==> src/rtl/pipe_stage_reg.sv <==
// Pipeline stage register with optional skid entry, flush, bubble tagging
// and a saturating count of bubbles delivered downstream.
module pipe_stage_reg #(
  parameter int DATA_W = 32,
  parameter int CTRL_W = 8,
  parameter int SKID   = 1,
  parameter int CNT_W  = 16
) (
  input  logic              clock,
  input  logic              reset,
  input  logic              in_valid,
  output logic              in_ready,
  input  logic              in_bubble,
  input  logic [CTRL_W-1:0] in_ctrl,
  input  logic [DATA_W-1:0] in_data,
  input  logic              flush,
  output logic              out_valid,
  input  logic              out_ready,
  output logic              out_bubble,
  output logic [CTRL_W-1:0] out_ctrl,
  output logic [DATA_W-1:0] out_data,
  output logic [1:0]        occupancy,
  output logic [CNT_W-1:0]  bubble_cnt
);

  // Handshake: a transfer happens on a rising edge where valid && ready are
  // both high; valid never waits on ready, and a held head stays unchanged
  // until it is consumed.

  logic              head_valid_q, head_valid_d;
  logic              head_bubble_q, head_bubble_d;
  logic [CTRL_W-1:0] head_ctrl_q, head_ctrl_d;
  logic [DATA_W-1:0] head_data_q, head_data_d;
  logic              skid_valid_q, skid_valid_d;
  logic              skid_bubble_q, skid_bubble_d;
  logic [CTRL_W-1:0] skid_ctrl_q, skid_ctrl_d;
  logic [DATA_W-1:0] skid_data_q, skid_data_d;
  logic [CNT_W-1:0]  bubble_cnt_q, bubble_cnt_d;

  logic              accept;
  logic              deliver;
  logic [CTRL_W-1:0] in_ctrl_m;

  // With a skid entry, ready depends only on registered state so no
  // combinational path runs from out_ready back to in_ready.
  generate
    if (SKID != 0) begin : g_skid_ready
      assign in_ready = !skid_valid_q;
    end else begin : g_pass_ready
      assign in_ready = !head_valid_q || out_ready;
    end
  endgenerate

  assign accept    = in_valid && in_ready;
  assign deliver   = head_valid_q && out_ready;
  assign in_ctrl_m = in_bubble ? '0 : in_ctrl;

  always_comb begin
    head_valid_d  = head_valid_q;
    head_bubble_d = head_bubble_q;
    head_ctrl_d   = head_ctrl_q;
    head_data_d   = head_data_q;
    skid_valid_d  = skid_valid_q;
    skid_bubble_d = skid_bubble_q;
    skid_ctrl_d   = skid_ctrl_q;
    skid_data_d   = skid_data_q;

    if (flush) begin
      head_valid_d = 1'b0;
      skid_valid_d = 1'b0;
    end else if (deliver && skid_valid_q) begin
      head_valid_d  = 1'b1;
      head_bubble_d = skid_bubble_q;
      head_ctrl_d   = skid_ctrl_q;
      head_data_d   = skid_data_q;
      skid_valid_d  = accept;
      if (accept) begin
        skid_bubble_d = in_bubble;
        skid_ctrl_d   = in_ctrl_m;
        skid_data_d   = in_data;
      end
    end else if (deliver || !head_valid_q) begin
      head_valid_d = accept;
      if (accept) begin
        head_bubble_d = in_bubble;
        head_ctrl_d   = in_ctrl_m;
        head_data_d   = in_data;
      end
    end else if (accept && (SKID != 0)) begin
      skid_valid_d  = 1'b1;
      skid_bubble_d = in_bubble;
      skid_ctrl_d   = in_ctrl_m;
      skid_data_d   = in_data;
    end
  end

  // Counts deliveries regardless of flush, saturating at all-ones.
  always_comb begin
    bubble_cnt_d = bubble_cnt_q;
    if (deliver && head_bubble_q && (bubble_cnt_q != '1)) begin
      bubble_cnt_d = bubble_cnt_q + CNT_W'(1);
    end
  end

  always_ff @(posedge clock or posedge reset) begin
    if (reset) begin
      head_valid_q  <= 1'b0;
      head_bubble_q <= 1'b0;
      head_ctrl_q   <= '0;
      head_data_q   <= '0;
      skid_valid_q  <= 1'b0;
      skid_bubble_q <= 1'b0;
      skid_ctrl_q   <= '0;
      skid_data_q   <= '0;
      bubble_cnt_q  <= '0;
    end else begin
      head_valid_q  <= head_valid_d;
      head_bubble_q <= head_bubble_d;
      head_ctrl_q   <= head_ctrl_d;
      head_data_q   <= head_data_d;
      skid_valid_q  <= skid_valid_d;
      skid_bubble_q <= skid_bubble_d;
      skid_ctrl_q   <= skid_ctrl_d;
      skid_data_q   <= skid_data_d;
      bubble_cnt_q  <= bubble_cnt_d;
    end
  end

  assign out_valid  = head_valid_q;
  assign out_bubble = head_valid_q && head_bubble_q;
  assign out_ctrl   = head_valid_q ? head_ctrl_q : '0;
  assign out_data   = head_data_q;
  assign occupancy  = {1'b0, head_valid_q} + {1'b0, skid_valid_q};
  assign bubble_cnt = bubble_cnt_q;

endmodule

==> config.mk <==
export PLATFORM = sky130hd
export DESIGN_NAME = pipe_stage_reg
export DESIGN_NICKNAME = d
export VERILOG_FILES = /design/src/rtl/pipe_stage_reg.sv
export SDC_FILE = /design/constraint.sdc
export NUM_CORES = 1
export LEC_CHECK = 0
export CORE_MARGIN = 2
export CORE_UTILIZATION = 54
export DETAILED_ROUTE_END_ITERATION = 8
export PLACE_DENSITY = 0.91
export SETUP_SLACK_MARGIN = 0.5
export SYNTH_ARGS = -nofsm -noshare
export SYNTH_HDL_FRONTEND = slang
export SYNTH_SLANG_ARGS = --single-unit
==> constraint.sdc <==
create_clock -name clock -period 5.5 [get_ports clock]
set_clock_uncertainty 0.15 [all_clocks]
set_input_delay 1.1 -clock clock [delete_from_list [all_inputs] [get_ports clock]]
set_output_delay 1.1 -clock clock [all_outputs]
set_load 0.01 [all_outputs]
==> flow_metrics.env, run 1 <==
export IMPL_vias=3859
export IMPL_rsz_0062_raised_after_global_routing="false"
export IMPL_min_path_type="register to register"
export IMPL_fp_dieH_um=95.02
export IMPL_final_common_cell="sky130_fd_sc_hd__nand2_1"
export IMPL_crit_type="register to output pin"
export IMPL_synthesized_area_per_cell_sq_um=8.928
export IMPL_worstPathRequired_ps=4250
export IMPL_hpwlAfterDp_mm=6.953
export IMPL_worst_setup_path_end_kind="output pin"
export IMPL_status="completed"
export IMPL_cts_root_buffer="sky130_fd_sc_hd__clkbuf_8"
export IMPL_worstReg2RegEnd="out_data[0]$_DFFE_PP0P_"
export IMPL_grt_busiest_layer="met2"
export IMPL_reg2reg_depth=4
export IMPL_fin_crit_ps=3103
export IMPL_area_grow_syn2layout_pct=28.70
export IMPL_area_fraction_in_compound_gates_after_synthesis_pct=7.329
export IMPL_die_area_sq_mm=0.009028
export IMPL_number_of_clock_buffers_inserted_by_tritoncts=9
export IMPL_nets=641
export IMPL_clock_tree_from_tritoncts="built"
export IMPL_synth_largest_area_cell="sky130_fd_sc_hd__dfrtp_1"
export IMPL_dominant_combinational_cell_family_by_area_after_synthesis="simple AND/OR/NAND/NOR gates"
export IMPL_met1_usage_pct=31.92
export IMPL_cp_max_fo=21
export IMPL_synthAdderAreaFrac_pct=0.5594
export IMPL_ir_drop_mv=0.1651
export IMPL_achievable_freq_mhz=322.2
export IMPL_mean_routed_wirelength_per_cell_um=14.89
export IMPL_overflow=0
export IMPL_critPathBufInv=1
export IMPL_dpl_cell_count=687
export IMPL_post_synth_instance_area_sq_mm=0.004473
export IMPL_via_per_inst=5.497
export IMPL_final_cell_mix="196 x sky130_fd_sc_hd__nand2_1, 106 x sky130_fd_sc_hd__clkdlybuf4s50_1, 100 x sky130_fd_sc_hd__dfrtp_1"
export IMPL_route_final_wire_length_mm=10.45
export IMPL_io_buffer_count=106
export IMPL_first_global_vias=3710
export IMPL_synth_edf_count=0
export IMPL_die_x_um=95.02
export IMPL_layout_area_seq_sq_mm=0.002502
export IMPL_use_met2_pct=41.19
export IMPL_critPathSlowestCell="sky130_fd_sc_hd__dfrtp_1"
export IMPL_synth_ff_latch_count=100
export IMPL_initial_antenna_violation_count=0
export IMPL_hold_path_startpoint="skid_ctrl_q[2]$_DFFE_PP0P_"
export IMPL_crit_start="out_valid$_DFFE_PP0P_"
export IMPL_reg2reg_setup_slack_ps=3130
export IMPL_p_per_area_mw_per_mm2=327.5
export IMPL_grt_max_degree=83
export IMPL_multiInputGateArea_sq_mm=0.001823
export IMPL_first_pass_iters=5
export IMPL_regToRegStartpoint="out_valid$_DFFE_PP0P_"
export IMPL_path_cells="ha_1 > clkdlybuf4s50_1"
export IMPL_relSlewSlack_pct=36.60
export IMPL_cp_endpoint="occupancy[0]"
export IMPL_max_stage_delay_ps=600
export IMPL_dr_iter_0_viols=201
export IMPL_worst_pin_slew_ps=948.7
export IMPL_cts_path_max_buffers=2
export IMPL_number_of_max_slew_violations_in_the_final_report=0
export IMPL_non_filler_instance_count_after_layout=702
export IMPL_num_io_pins=107
export IMPL_gpl_final_weighted_congestion=0.9138
export IMPL_fin_crit_sh_pct=56.43
export IMPL_wire_length_of_the_first_global_routing_pass_mm=17.13
export IMPL_async_flop_share_pct=100.0
export IMPL_htree_levels=3
export IMPL_cap_viol_max_count=0
export IMPL_post_synth_mux_area_share_pct=1.259
export IMPL_worst_path_top_cell_family_by_delay="flip-flops"
export IMPL_leakagePower_nw=2.622
export IMPL_initial_utilization_pct=54.99
export IMPL_timing_hold_violations_final=0
export IMPL_basic_gate_share_of_the_synthesized_area_counting_and_or_nand_and_nor_cells_pct=29.37
export IMPL_worstPathArrival_ps=1850
export IMPL_groute_usage_overall_pct=24.39
export IMPL_post_cts_hold_buffer_count=0
export IMPL_core_area_sq_mm=0.008134
export IMPL_insertedDiodeCount=0
export IMPL_synthCells=501
export IMPL_cts_num_sinks=100
export IMPL_core_rowCount=33
export IMPL_synth_top_cell_area_share_pct=55.94
export IMPL_total_of_endpoints_with_negative_setup_slack_in_the_final_report=0
export IMPL_layout_drive_gt1_share_pct=5.360
export IMPL_setup_worst_path_start_class="register"
export IMPL_clk_transition_reported_paths_ps=90
export IMPL_worstSetupPathDepth=2
export IMPL_synth_seq_area_share_pct=55.94
export IMPL_layout_filler_cells=590
export IMPL_ys_dominant_reg_cell="sky130_fd_sc_hd__dfrtp_1"
export IMPL_synthesis_nets=549
export IMPL_post_cts_resized=0
export IMPL_synthesis_yosys_warnings=0
export IMPL_groute_layer_met3_usage_pct=3.478
export IMPL_synth_top_cells_by_area="sky130_fd_sc_hd__dfrtp_1 56%, sky130_fd_sc_hd__nand2_1 16%, sky130_fd_sc_hd__a31oi_1 5.7%, sky130_fd_sc_hd__nor2_1 4.1%, sky130_fd_sc_hd__nand3b_1 2.7%"
export IMPL_final_setup_tns_ps=0
export IMPL_synthXorXnorAreaFrac_pct=1.762
export IMPL_netlist_cell_type_count=34
export IMPL_antenna_violating_nets_post_route=0
export IMPL_post_cts_buffers=0
export IMPL_drcViolationCount=0
export IMPL_clkLatencyLatePin_ps=350
==> cell usage after synthesis, types with 5 or more instances <==
master,number
sky130_fd_sc_hd__nand3b_1,16
sky130_fd_sc_hd__and2_1,9
sky130_fd_sc_hd__nand3_1,7
sky130_fd_sc_hd__mux2_2,5
sky130_fd_sc_hd__a31oi_1,41
sky130_fd_sc_hd__dfrtp_1,100
sky130_fd_sc_hd__xor2_1,8
sky130_fd_sc_hd__nand2_1,196
sky130_fd_sc_hd__buf_6,5
sky130_fd_sc_hd__nor2_1,49
sky130_fd_sc_hd__clkbuf_1,20
sky130_fd_sc_hd__nor3_1,8
==> how the worst min path moves through the flow <==
stage | to | slack, ps | cells after the start
3_5_place_dp | skid_data_q[12]$_DFFE_PP0P_ | 310 | 2
2_1_floorplan | skid_data_q[0]$_DFFE_PP0P_ | 300 | 2
5_1_grt | skid_data_q[15]$_DFFE_PP0P_ | 350 | 2
3_3_place_gp | skid_data_q[3]$_DFFE_PP0P_ | 310 | 2
4_1_cts | skid_ctrl_q[7]$_DFFE_PP0P_ | 330 | 2
6_report | skid_ctrl_q[2]$_DFFE_PP0P_ | 330 | 2
==> cell families (layout without fill, tap and decap cells) <==
family,Yosys count,after routing
compound gates,51,51
xor+xnor,9,9
fa+ha+maj,2,2
buf+inv,33,129
flops,100,100
mux,5,5
simple gates,301,301
==> state kept, by name, summed over array words and instances (netlist names) <==
signal,cells
out_data,32
skid_data_q,32
head_ctrl_q,8
skid_bubble_q,1
out_valid,1
head_bubble_q,1
skid_valid_q,1
skid_ctrl_q,8
bubble_cnt,16
==> stage by stage <==
step                utilization, %  hold slack (ps)  power [W]  setup WS [ps]  cell area, sq um
detailed placement           68.42            311.9   0.001441           2100              5565
CTS                          70.77            332.8   0.001897           2365              5757
finish                       70.77            330.3   0.001885           2397              5757
global route                 70.77            352.9   0.001987           2274              5757
floorplan                        -            295.5   0.001194           1631              4473
global placement             68.42            306.4   0.001411           2200              5565
==> worst register-to-register path: stages, from the launching register on <==
cell	delay (ps)
sky130_fd_sc_hd__dfrtp_1	700
sky130_fd_sc_hd__nand2_1	250
sky130_fd_sc_hd__a211oi_4	240
sky130_fd_sc_hd__buf_4	630
sky130_fd_sc_hd__a31oi_1	230
==> power breakdown <==
part	internal (W)	switching [W]	total, W
clock network	0.000220	0.000239	0.000459
registers	0.000884	0.000105	0.000989
logic	0.000238	0.000200	0.000437
total	0.00134	0.000543	0.00189
==> cell type report <==
cell class	instances	area share [%]
sequential	100	43.47
multi-input combinational	368	31.67
timing repair buffer	110	18.95
clock buffer	11	2.456
tap	105	2.282
clock inverter	4	0.8694
inverter	4	0.3043
==> metal layers <==
layer	vias up	share of wire [%]
met3	23	6.0
met5	-	0
met4	0	2.2
li1	1826	-
met1	1866	42
met2	144	50
Note: power is estimated with default switching activity, not from simulation.
==> run 2: changes to the inputs <==
--- a/config.mk
+++ b/config.mk
@@ -6,9 +6,9 @@
 export NUM_CORES = 1
 export LEC_CHECK = 0
 export CORE_MARGIN = 2
-export CORE_UTILIZATION = 54
+export CORE_UTILIZATION = 45
 export DETAILED_ROUTE_END_ITERATION = 8
-export PLACE_DENSITY = 0.91
+export PLACE_DENSITY = 0.81
 export SETUP_SLACK_MARGIN = 0.5
 export SYNTH_ARGS = -nofsm -noshare
 export SYNTH_HDL_FRONTEND = slang
==> constraint.sdc (replaced) <==
create_clock -name clock -period 2.7 [get_ports clock]
set_clock_uncertainty 0.15 [all_clocks]
set_input_delay 0.54 -clock clock [delete_from_list [all_inputs] [get_ports clock]]
set_output_delay 0.54 -clock clock [all_outputs]
set_load 0.01 [all_outputs]
==> flow_metrics.env, run 2 (synthesis results as in run 1) <==
export IMPL_status="completed"
export IMPL_core_area_sq_mm=0.009729
export IMPL_cts_root_buffer="sky130_fd_sc_hd__clkbuf_8"
export IMPL_clk_transition_reported_paths_ps=90
export IMPL_initial_antenna_violation_count=0
export IMPL_cts_path_max_buffers=2
export IMPL_worst_pin_slew_ps=570.9
export IMPL_rsz_0062_raised_after_global_routing="false"
export IMPL_ir_drop_mv=0.3176
export IMPL_nets=652
export IMPL_worst_setup_path_end_kind="output pin"
export IMPL_switching_power_w=0.001129
export IMPL_groute_usage_overall_pct=20.24
export IMPL_grt_max_degree=101
export IMPL_drcViolationCount=0
export IMPL_worstPathRequired_ps=2010
export IMPL_use_met2_pct=34.15
export IMPL_fin_crit_sh_pct=78.82
export IMPL_insertedDiodeCount=0
export IMPL_post_route_util_pct=61.12
export IMPL_power_share_clock_pct=24.0
export IMPL_number_of_max_slew_violations_in_the_final_report=0
export IMPL_htree_levels=3
export IMPL_crit_start="out_valid$_DFFE_PP0P_"
export IMPL_first_pass_iters=4
export IMPL_die_area_sq_mm=0.01075
export IMPL_relSlewSlack_pct=61.94
export IMPL_met1_usage_pct=26.41
export IMPL_achievable_freq_mhz=469.9
export IMPL_antenna_violating_nets_post_route=0
export IMPL_cts_num_sinks=100
export IMPL_path_cells="ha_1 > clkdlybuf4s50_1"
export IMPL_grt_busiest_layer="met2"
export IMPL_fin_crit_ps=2128
export IMPL_overflow=0
export IMPL_timing_hold_violations_final=0
export IMPL_core_rowCount=36
export IMPL_die_x_um=103.7
export IMPL_crit_type="register to output pin"
export IMPL_hold_path_startpoint="skid_ctrl_q[5]$_DFFE_PP0P_"
export IMPL_fp_dieH_um=103.7
export IMPL_p_per_area_mw_per_mm2=645.3
export IMPL_route_final_wire_length_mm=11.18
export IMPL_wire_length_of_the_first_global_routing_pass_mm=17.93
export IMPL_p_sw_share_pct=29.42
export IMPL_power_frac_comb_pct=24.0
export IMPL_num_io_pins=107
export IMPL_vias=3818
export IMPL_io_buffer_count=106
export IMPL_reg2reg_setup_slack_ps=580
export IMPL_groute_layer_met3_usage_pct=3.524
export IMPL_max_stage_delay_ps=470
export IMPL_number_of_clock_buffers_inserted_by_tritoncts=9
export IMPL_setup_worst_path_start_class="register"
export IMPL_gpl_final_weighted_congestion=0.7916
export IMPL_min_path_type="register to register"
export IMPL_final_setup_tns_ps=0
export IMPL_critPathSlowestCell="sky130_fd_sc_hd__clkdlybuf4s50_1"
export IMPL_worst_path_top_cell_family_by_delay="buffers and inverters"
export IMPL_total_of_endpoints_with_negative_setup_slack_in_the_final_report=0
export IMPL_first_global_vias=3782
export IMPL_leakagePower_nw=2.735
export IMPL_power_internal_w=0.002709
export IMPL_mean_routed_wirelength_per_cell_um=15.07
export IMPL_area_grow_syn2layout_pct=32.95
export IMPL_layout_drive_gt1_share_pct=7.553
export IMPL_worstPathArrival_ps=1440
export IMPL_fraction_of_power_consumed_by_sequential_logic_pct=52.1
export IMPL_critPathBufInv=1
export IMPL_clkLatencyLatePin_ps=350
export IMPL_regToRegStartpoint="out_valid$_DFFE_PP0P_"
export IMPL_cp_max_fo=3
export IMPL_hpwlAfterDp_mm=6.831
export IMPL_final_cell_mix="196 x sky130_fd_sc_hd__nand2_1, 98 x sky130_fd_sc_hd__dfrtp_1, 95 x sky130_fd_sc_hd__clkdlybuf4s50_1"
export IMPL_dr_iter_0_viols=215
export IMPL_via_per_inst=5.146
export IMPL_final_common_cell="sky130_fd_sc_hd__nand2_1"
export IMPL_initial_utilization_pct=45.97
export IMPL_cap_viol_max_count=0
export IMPL_clock_tree_from_tritoncts="built"
## run 2: per-stage QoR
stage                     instances  hold slack [ps]  area [sq um]  setup WS [ps]  power [W]
after global routing            742            349.9          5947          511.9   0.004048
final                           742            333.2          5947          571.9   0.003838
after floorplan                 501            295.5          4477          708.4   0.002432
after CTS                       739            333.6          5899          552.7   0.003844
after detailed placement        719            312.1          5694          195.6   0.002936
after global placement          719            306.7          5694          277.2   0.002885
## run 2: worst paths after layout
kind	to	depth (start not counted)
hold / removal	skid_ctrl_q[5]$_DFFE_PP0P_	2
min in group asynchronous	head_ctrl_q[3]$_DFFE_PP0P_	3
max in group asynchronous	out_data[17]$_DFFE_PP0P_	3
setup reg to reg	out_data[19]$_DFFE_PP0P_	8
setup / recovery	occupancy[1]	2
hold reg to reg	skid_ctrl_q[5]$_DFFE_PP0P_	2
## run 2: per-layer routing
layer | share of wire [%] | up-vias
li1 | - | 1844
met1 | 42 | 1857
met2 | 52 | 104
met3 | 4.3 | 13
met4 | 1.6 | 0
met5 | 0 | -
## run 2: worst reg2reg max path, stage by stage (launching register included)
cell and delay, ps:
sky130_fd_sc_hd__dfrtp_2 430, sky130_fd_sc_hd__buf_4 160, sky130_fd_sc_hd__buf_2 170, sky130_fd_sc_hd__or2_1 260, sky130_fd_sc_hd__a211oi_4 260, sky130_fd_sc_hd__buf_4 180
sky130_fd_sc_hd__buf_6 220, sky130_fd_sc_hd__nor2_1 70, sky130_fd_sc_hd__a31oi_1 150
## run 2: final cells by class
type,count,area (sq um)
flip-flops and latches,100,2505
multi-input cells,368,1823
clock buffers,13,168.9
repair buffers,121,1245
inverters,4,18.77
fillers,853,3782
well taps,133,166.4
clock inverters,3,20.02
## run 2: repair_timing
item,CTS,global route
setup endpoints to repair,13,26
cloned,0,2
pin swaps,0,1
hold buffers,0,0
hold endpoints to repair,0,0
gates resized for setup,13,5
buffers inserted,4,1
## run 2: power groups by stage
stage               sequential, W  clock, W  combinational (W)
floorplan                 0.00204         0           0.000389
global placement          0.00201         0           0.000872
detailed placement        0.00203         0           0.000909
CTS                       0.00200  0.000938           0.000910
global route              0.00203  0.000999            0.00102
finish                    0.00200  0.000920           0.000920
==> run 3: changes to the inputs <==
==> constraint.sdc (replaced) <==
create_clock -name clock -period 1.86 [get_ports clock]
set_clock_uncertainty 0.15 [all_clocks]
set_input_delay 0.372 -clock clock [delete_from_list [all_inputs] [get_ports clock]]
set_output_delay 0.372 -clock clock [all_outputs]
set_load 0.01 [all_outputs]
==> flow_metrics.env, run 3 (synthesis results as in run 1) <==
export IMPL_insertedDiodeCount=0
export IMPL_final_setup_tns_ps=-15720
export IMPL_antenna_violating_nets_post_route=0
export IMPL_path_cells="buf_6 > buf_6 > buf_6 > or2_4 > a211oi_4 > buf_6 > clkbuf_16 > nor2_4 > a31oi_1"
export IMPL_max_stage_delay_ps=420
export IMPL_vias=5257
export IMPL_fraction_of_power_consumed_by_sequential_logic_pct=43.7
export IMPL_power_frac_comb_pct=35.2
export IMPL_leakagePower_nw=3.924
export IMPL_min_path_type="input pin to asynchronous set/reset pin"
export IMPL_first_pass_iters=7
export IMPL_fin_crit_ps=2265
export IMPL_groute_usage_overall_pct=29.81
export IMPL_layout_filler_cells=394
export IMPL_via_per_inst=6.029
export IMPL_first_global_vias=4856
export IMPL_setup_worst_path_start_class="register"
export IMPL_non_filler_instance_count_after_layout=872
export IMPL_dr_iter_0_viols=469
export IMPL_rsz_0062_raised_after_global_routing="true"
export IMPL_clock_tree_from_tritoncts="built"
export IMPL_initial_antenna_violation_count=0
export IMPL_hpwlAfterDp_mm=7.269
export IMPL_htree_levels=3
export IMPL_clkLatencyLatePin_ps=370
export IMPL_grt_max_degree=59
export IMPL_failed_checks="negative setup slack"
export IMPL_gpl_final_weighted_congestion=0.8104
export IMPL_worstPathRequired_ps=1960
export IMPL_post_cts_hold_buffer_count=0
export IMPL_placedInstanceArea_sq_mm=0.005982
export IMPL_power_internal_w=0.004583
export IMPL_total_of_endpoints_with_negative_setup_slack_in_the_final_report=95
export IMPL_fin_total_pwr_w=0.006953
export IMPL_wire_length_of_the_first_global_routing_pass_mm=25.42
export IMPL_cap_viol_max_count=0
export IMPL_mean_routed_wirelength_per_cell_um=24.41
export IMPL_worstPathArrival_ps=2370
export IMPL_ir_drop_mv=0.5941
export IMPL_fp_dieH_um=103.7
export IMPL_drcViolationCount=0
export IMPL_final_cell_mix="107 x sky130_fd_sc_hd__nand2_1, 92 x sky130_fd_sc_hd__dfrtp_1, 69 x sky130_fd_sc_hd__buf_6"
export IMPL_die_area_sq_mm=0.01075
export IMPL_worst_setup_path_end_kind="register"
export IMPL_p_sw_share_pct=34.09
export IMPL_post_route_util_pct=87.42
export IMPL_status="finished with violations"
export IMPL_cts_num_sinks=100
export IMPL_achievable_freq_mhz=441.6
export IMPL_design_area_final_sq_mm=0.008506
export IMPL_initial_utilization_pct=45.97
export IMPL_power_share_clock_pct=21.2
export IMPL_layout_drive_gt1_share_pct=54.67
export IMPL_die_x_um=103.7
export IMPL_relSlewSlack_pct=54.39
export IMPL_number_of_clock_buffers_inserted_by_tritoncts=9
export IMPL_clk_transition_reported_paths_ps=110
export IMPL_io_buffer_count=106
export IMPL_path_common_cell="sky130_fd_sc_hd__buf_6"
export IMPL_critPathSlowestCell="sky130_fd_sc_hd__dfrtp_2"
export IMPL_nets=782
export IMPL_num_io_pins=107
export IMPL_core_area_sq_mm=0.009729
export IMPL_dpl_cell_count=740
export IMPL_worst_pin_slew_ps=682.1
export IMPL_worst_slack_ps=-404.5
export IMPL_crit_type="register to register"
export IMPL_final_common_cell="sky130_fd_sc_hd__nand2_1"
export IMPL_cp_max_fo=7
export IMPL_p_per_area_mw_per_mm2=817.5
export IMPL_overflow=0
export IMPL_switching_power_w=0.002370
export IMPL_cts_root_buffer="sky130_fd_sc_hd__clkbuf_8"
export IMPL_core_rowCount=36
export IMPL_area_grow_syn2layout_pct=90.15
export IMPL_timing_hold_violations_final=0
export IMPL_fin_crit_sh_pct=121.7
export IMPL_number_of_max_slew_violations_in_the_final_report=0
export IMPL_route_final_wire_length_mm=21.28
export IMPL_cts_path_max_buffers=2
-- run 3: per-layer routing --
metal	up-vias	global-route usage, %	wire, um
met5	-	0	0
met4	0	12.26	1635
met2	428	53.60	10400
met1	2564	36.54	7429
li1	2122	-	-
met3	143	3.272	1822
-- run 3: final cells by class --
| cell class | instances | area (sq um) | area share [%] |
|---|---|---|---|
| Timing Repair Buffer | 251 | 2801 | 32.94 |
| Multi-Input combinational cell | 368 | 2809 | 33.02 |
| Tap cell | 133 | 166.4 | 1.956 |
| Clock inverter | 4 | 50.05 | 0.5884 |
| Clock buffer | 12 | 145.1 | 1.706 |
| Inverter | 4 | 21.27 | 0.2501 |
| Sequential cell | 100 | 2512 | 29.54 |
-- run 3: worst paths after layout --
path / end / cells past startpoint / from / slack, ps
hold / removal: bubble_cnt[10]$_DFFE_PP0P_ / 3 / reset / 300
min in group clock: skid_ctrl_q[2]$_DFFE_PP0P_ / 2 / skid_ctrl_q[2]$_DFFE_PP0P_ / 340
setup reg to reg: head_ctrl_q[1]$_DFFE_PP0P_ / 9 / out_valid$_DFFE_PP0P_ / -400
hold reg to reg: skid_ctrl_q[2]$_DFFE_PP0P_ / 2 / skid_ctrl_q[2]$_DFFE_PP0P_ / 340
max in group asynchronous: skid_valid_q$_DFFE_PP0P_ / 3 / reset / 940
setup / recovery: head_ctrl_q[1]$_DFFE_PP0P_ / 9 / out_valid$_DFFE_PP0P_ / -400
-- run 3: repair_timing --
action                                  4_1_cts  5_1_grt
gates resized for setup                     377      183
endpoints found under the setup margin      159      160
pin swaps                                    53       55
setup buffers                                58       37
cloned                                       18        3
-- run 3: power by group through the flow --
stage	Combinational, W	Sequential (W)	Clock [W]
2_1_floorplan	0.000609	0.00298	0
5_1_grt	0.00255	0.00306	0.00154
3_3_place_gp	0.00139	0.00292	0
3_5_place_dp	0.00144	0.00294	0
4_1_cts	0.00169	0.00291	0.00141
6_report	0.00245	0.00304	0.00147
-- run 3: through the flow --
stage / setup slack (ps) / hold WS, ps
6_report: -404.5 / 298.7
5_1_grt: -424.1 / 323.5
4_1_cts: -217.2 / 308.7
3_5_place_dp: -341.2 / 308.0
3_3_place_gp: -291.8 / 303.3
2_1_floorplan: -21.75 / 285.1
-- run 3: worst max-delay path: cells and delay by family (launching register included) --
kind	cells	cell delay, ps
DFF	1	420
and+or+nand+nor	2	270
buffers and inverters	5	740
AOI/OAI and AO/OA	2	560
